===== src/rtl/random_dwell_scheduler.sv =====
// Two-state output sequencer whose dwell in each state is drawn from a
// programmable [min,max] range using a 16-bit Galois LFSR.
module random_dwell_scheduler #(
  parameter int          CNT_W      = 16,
  parameter int          DEF_MIN0   = 10,
  parameter int          DEF_MAX0   = 20,
  parameter int          DEF_MIN1   = 30,
  parameter int          DEF_MAX1   = 40,
  parameter logic [15:0] LFSR_SEED  = 16'hACE1,
  parameter bit          INIT_STATE = 1'b0
) (
  input  logic             clk_i,
  input  logic             a_rst_n_i,
  input  logic             en_i,
  input  logic             cfg_valid_i,
  output logic             cfg_ready_o,
  input  logic [CNT_W-1:0] cfg_min0_i,
  input  logic [CNT_W-1:0] cfg_max0_i,
  input  logic [CNT_W-1:0] cfg_min1_i,
  input  logic [CNT_W-1:0] cfg_max1_i,
  output logic             cfg_err_o,
  input  logic             seed_valid_i,
  input  logic [15:0]      seed_i,
  output logic             state_o,
  output logic             toggle_o,
  output logic             busy_o,
  output logic [15:0]      period_cnt_o
);

  typedef enum logic {IDLE, RUN} fsm_t;

  localparam logic [15:0] LFSR_MASK = 16'hB400;
  localparam int          PROD_W    = 16 + CNT_W + 1;

  function automatic logic [15:0] lfsr_step(input logic [15:0] v);
    return (v >> 1) ^ (v[0] ? LFSR_MASK : 16'h0000);
  endfunction

  fsm_t             fsm_reg, fsm_next;
  logic             state_reg, state_next;
  logic             toggle_reg, toggle_next;
  logic [CNT_W-1:0] cnt_reg, cnt_next;
  logic [15:0]      lfsr_reg, lfsr_next;
  logic [15:0]      period_reg, period_next;
  logic             cfg_err_reg;

  logic [CNT_W-1:0] cfg_min_in [2];
  logic [CNT_W-1:0] cfg_max_in [2];
  logic [CNT_W-1:0] min_q [2];
  logic [CNT_W-1:0] max_q [2];
  logic [1:0]       bound_ok;
  logic             cfg_fire, cfg_accept;

  assign cfg_min_in[0] = cfg_min0_i;
  assign cfg_max_in[0] = cfg_max0_i;
  assign cfg_min_in[1] = cfg_min1_i;
  assign cfg_max_in[1] = cfg_max1_i;

  assign cfg_fire   = cfg_valid_i & cfg_ready_o;
  assign cfg_accept = cfg_fire & (&bound_ok);

  // One bound pair per output state; a config is taken only if both pairs are sane.
  for (genvar gi = 0; gi < 2; gi++) begin : g_bound
    logic [CNT_W-1:0] min_reg, max_reg;

    assign bound_ok[gi] = (cfg_min_in[gi] != '0) && (cfg_min_in[gi] <= cfg_max_in[gi]);

    always_ff @(posedge clk_i or negedge a_rst_n_i) begin
      if (!a_rst_n_i) begin
        min_reg <= CNT_W'(gi == 0 ? DEF_MIN0 : DEF_MIN1);
        max_reg <= CNT_W'(gi == 0 ? DEF_MAX0 : DEF_MAX1);
      end else if (cfg_accept) begin
        min_reg <= cfg_min_in[gi];
        max_reg <= cfg_max_in[gi];
      end
    end

    assign min_q[gi] = min_reg;
    assign max_q[gi] = max_reg;
  end

  // A seed presented in IDLE takes effect in the same cycle as a start draw.
  logic [15:0]       seed_val, lfsr_cur;
  logic              draw_state;
  logic [CNT_W-1:0]  draw_min, draw_max, draw_off, dwell, dwell_load;
  logic [CNT_W:0]    span;
  logic [PROD_W-1:0] prod;

  assign seed_val   = (seed_i == 16'h0000) ? LFSR_SEED : seed_i;
  assign lfsr_cur   = (fsm_reg == IDLE && seed_valid_i) ? seed_val : lfsr_reg;
  assign draw_state = (fsm_reg == IDLE) ? INIT_STATE : ~state_reg;
  assign draw_min   = min_q[draw_state];
  assign draw_max   = max_q[draw_state];
  assign span       = {1'b0, draw_max} - {1'b0, draw_min} + (CNT_W+1)'(1);
  assign prod       = PROD_W'(lfsr_cur) * PROD_W'(span);
  assign draw_off   = CNT_W'(prod >> 16);
  assign dwell      = draw_min + draw_off;
  assign dwell_load = dwell - CNT_W'(1);

  always_comb begin
    fsm_next    = fsm_reg;
    state_next  = state_reg;
    toggle_next = 1'b0;
    cnt_next    = cnt_reg;
    lfsr_next   = lfsr_reg;
    period_next = period_reg;
    case (fsm_reg)
      IDLE: begin
        if (seed_valid_i) lfsr_next = seed_val;
        if (en_i) begin
          fsm_next  = RUN;
          cnt_next  = dwell_load;
          lfsr_next = lfsr_step(lfsr_cur);
        end
      end
      RUN: begin
        if (cnt_reg != '0) begin
          cnt_next = cnt_reg - CNT_W'(1);
        end else begin
          if (state_reg) period_next = period_reg + 16'd1;
          if (en_i) begin
            state_next  = ~state_reg;
            toggle_next = 1'b1;
            cnt_next    = dwell_load;
            lfsr_next   = lfsr_step(lfsr_cur);
          end else begin
            fsm_next    = IDLE;
            state_next  = INIT_STATE;
            toggle_next = (state_reg != INIT_STATE);
          end
        end
      end
      default: fsm_next = IDLE;
    endcase
  end

  always_ff @(posedge clk_i or negedge a_rst_n_i) begin
    if (!a_rst_n_i) begin
      fsm_reg     <= IDLE;
      state_reg   <= INIT_STATE;
      toggle_reg  <= 1'b0;
      cnt_reg     <= '0;
      lfsr_reg    <= LFSR_SEED;
      period_reg  <= 16'h0000;
      cfg_err_reg <= 1'b0;
    end else begin
      fsm_reg    <= fsm_next;
      state_reg  <= state_next;
      toggle_reg <= toggle_next;
      cnt_reg    <= cnt_next;
      lfsr_reg   <= lfsr_next;
      period_reg <= period_next;
      if (cfg_fire) cfg_err_reg <= ~(&bound_ok);
    end
  end

  assign cfg_ready_o  = (fsm_reg == IDLE);
  assign busy_o       = (fsm_reg == RUN);
  assign state_o      = state_reg;
  assign toggle_o     = toggle_reg;
  assign cfg_err_o    = cfg_err_reg;
  assign period_cnt_o = period_reg;

endmodule

===== config.mk =====
export PLATFORM = sky130hd
export DESIGN_NAME = random_dwell_scheduler
export DESIGN_NICKNAME = d
export VERILOG_FILES = /design/src/rtl/random_dwell_scheduler.sv
export SDC_FILE = /design/constraint.sdc
export NUM_CORES = 1
export LEC_CHECK = 0
export ABC_AREA = 1
export CORE_ASPECT_RATIO = 2
export CORE_UTILIZATION = 67
export CTS_CLUSTER_DIAMETER = 30
export DETAILED_ROUTE_END_ITERATION = 8
export GPL_TIMING_DRIVEN = 0
export PLACE_DENSITY = 0.88
export SLEW_MARGIN = 20
export SYNTH_ARGS = -nofsm -noshare
export SYNTH_HDL_FRONTEND = slang
export SYNTH_SLANG_ARGS = --single-unit
export TNS_END_PERCENT = 100

===== constraint.sdc =====
create_clock -name clk_i -period 18.1 [get_ports clk_i]
set_clock_uncertainty 0.2 [all_clocks]
set_input_delay 1.81 -clock clk_i [delete_from_list [all_inputs] [get_ports clk_i]]
set_output_delay 1.81 -clock clk_i [all_outputs]
set_load 0.01 [all_outputs]

==> results.cfg <==
[logic_synthesis]
synth.top_cell.area_share = 0.2394
syn-num-nets = 2742
ys_seq_area_frac = 0.1682
synth_edf_count = 0
synth_area_leaders = fa_1 24%, dfrtp_1 14%, ha_1 14%, nand2_1 12%, inv_1 9.3%
ys_types = 57
async_reset_ff_frac = 1.000
yosysWarnings = 0
netlist_area_um2 = 17390
ys_ff_latch = 116
post-synth-top-area-cell = fa_1
synth_most_common_cell = nand2_1
avgSynthCellArea_um2 = 7.703
synth_ff_type = dfrtp_1
synthCells = 2258
synth_commonest_cells = 546 x nand2_1, 430 x inv_1, 208 x fa_1, 191 x ha_1, 183 x nor2_1

[floorplan]
io_pins = 106
dieHeight_um = 229.9
rows = 83
die-width_um = 115.9
start_util = 0.6809
die_area_um2 = 26650
core-area_um2 = 25550

[cts]
cts_tree = built
clk_latency_ns = 0.46
hold_buffers = 0
cts_buffers = 17
cts_resized = 0
clockBufferDepth = 2
cts_setup_buffers = 0
clockRootBuffer = clkbuf_16
cts.clk_slew.worst_paths_ns = 0.06
htree_levels = 4
clock_sinks = 116

[global_routing]
antenna_found_initial = 3
grt_pass1_vias = 17800
globalRouteOverflowTotal = 0
grt_max_degree = 85
grt_pass1_wl_mm = 91.93
grt_use_total = 0.4749

[detailed_routing]
routed-via-count = 16710
drc_errors = 1
routed_wl_mm = 57.72
routedWlPerCell_um = 21.10
first_pass_iters = 9
drt_iter0_markers = 1412
ant_nets = 0
vias_per_cell = 6.107

[critical_path]
critPathRequiredTime_ns = 18.25
cp-end-kind = flop
max_stage_delay_ns = 0.88
start_kind = flop
r2r-start = busy_o
reg2reg_depth = 44
timing.rr.end = cnt_reg[15]
critPathKind = reg -> reg
crit_top_cell = nand2_1
path_max_fanout = 10
arrival_ns = 13.25
cpMaxStageDelayCell = o2111ai_1
regToRegSetupSlack_ns = 5.00

[layout]
final_nets = 2867
area_delta_synth_final_pct = 12.03
diodes = 0
drive_gt1_frac = 0.05008

[sta]
setup_viol = 0
max_freq_mhz = 76.35
period_share = 0.7237
hold_violations = 0
worst_slew_pin_slew_ns = 1.078
rsz0062_at_grt = false
max-slew-margin-rel = 0.2809
maxSlewViolCount = 0
fin_crit_ns = 13.10
timing.hold.ws_ns = 0.2653
setup_tns_ns = 0

[worst_hold_path]
hold_depth = 2
hold-path-endpoint = g_bound[0].min_reg[1]
worstHoldPathType = reg -> reg
min_from = g_bound[0].min_reg[1]

[place]
hpwl_mm = 45.04
port_buffers = 105
gp_congestion = 0.9876

[run]
drv_cap = 0

[status]
violations = DRC
status = complete, but fails checks

[power]
max-vdd-ir-drop_v = 0.00005674
powerDensity_nw_per_um2 = 36.20
p_leak_nw = 10.50
==> worst max-delay path: cells and delay by family, from the launching register on <==
| kind | cells | cell delay (ns) |
|---|---|---|
| DFF | 1 | 0.47 |
| buffers and inverters | 10 | 2.18 |
| xor gates and xnor gates | 3 | 0.88 |
| muxes | 1 | 0.86 |
| adders and majority gates | 11 | 4.89 |
| AOI/OAI and AO/OA | 7 | 2.13 |
| and+or+nand+nor | 12 | 1.32 |
==> how the worst max path moves through the flow <==
stage | slack (ns) | from | to | cells past startpoint
2_1_floorplan | 8.31 | state_o | cnt_reg[15] | 50
3_3_place_gp | 5.92 | busy_o | cnt_reg[15] | 51
3_5_place_dp | 5.88 | busy_o | cnt_reg[11] | 47
4_1_cts | 5.70 | busy_o | cnt_reg[11] | 47
5_1_grt | 4.49 | busy_o | cnt_reg[11] | 50
6_report | 5.00 | busy_o | cnt_reg[15] | 44
==> report_power, final <==
group	leakage, nW	internal (mW)	switching (mW)
Sequential	1.48	0.264	0.00250
Combinational	8.75	0.0376	0.0710
Clock	0.267	0.189	0.141
Total	10.5	0.491	0.215
==> cell families (layout without fill, tap and decap cells) <==
family | Yosys count | in the layout | synth area share
simple gates | 936 | 936 | 0.2305
buf+inv | 508 | 646 | 0.1101
fa+ha+maj | 399 | 399 | 0.3768
compound gates | 220 | 220 | 0.07129
flops | 116 | 116 | 0.1682
xor+xnor | 49 | 49 | 0.02467
mux | 30 | 30 | 0.01841
==> metal layers <==
| layer | wire [µm] | global-route usage |
|---|---|---|
| met1 | 16740 | 0.4326 |
| met2 | 28480 | 0.7706 |
| met3 | 5646 | 0.1919 |
| met4 | 6837 | 0.4571 |
| met5 | 10 | 0.01961 |
==> metrics by stage <==
stage,power [mW],instances,utilization,worst slack (ns),cell area [µm²]
global placement,0.3689,2703,0.7387,5.922,18870
detailed placement,0.3729,2704,0.7398,5.875,18900
floorplan,0.3202,2258,-,8.311,17390
CTS,0.6958,2736,0.7616,5.701,19460
global route,0.7220,2736,0.7628,4.492,19490
finish,0.7054,2736,0.7628,5.002,19490
==> cells in the final DEF (no fill, tap or decap), types with 18 or more instances in the layout <==
cell             netlist  final
xnor2_1               18     18
nand3_1               43     43
o21ai_1               21     18
clkdlybuf4s50_1        0    104
xor2_1                31     29
clkbuf_1              51     52
nor2_1               183    183
nor3_1                26     26
a21oi_1               91     91
nand4_1               78     78
o21ai_0               59     58
inv_1                430    430
dfstp_2               18     18
fa_1                 208    208
dfrtp_1               98     98
nand2_1              546    546
ha_1                 191    191
==> final cells by class <==
| cell class | count | area, µm² |
|---|---|---|
| Buffer | 64 | 249.0 |
| Sequential cell | 116 | 2925 |
| Fill cell | 1927 | 6060 |
| Inverter | 444 | 1667 |
| Multi-Input combinational cell | 1634 | 12580 |
| Timing Repair Buffer | 106 | 1080 |
| Tap cell | 340 | 425.4 |
| Clock buffer | 18 | 429.2 |
| Clock inverter | 14 | 128.9 |
Note: power is estimated with default switching activity, not from simulation.
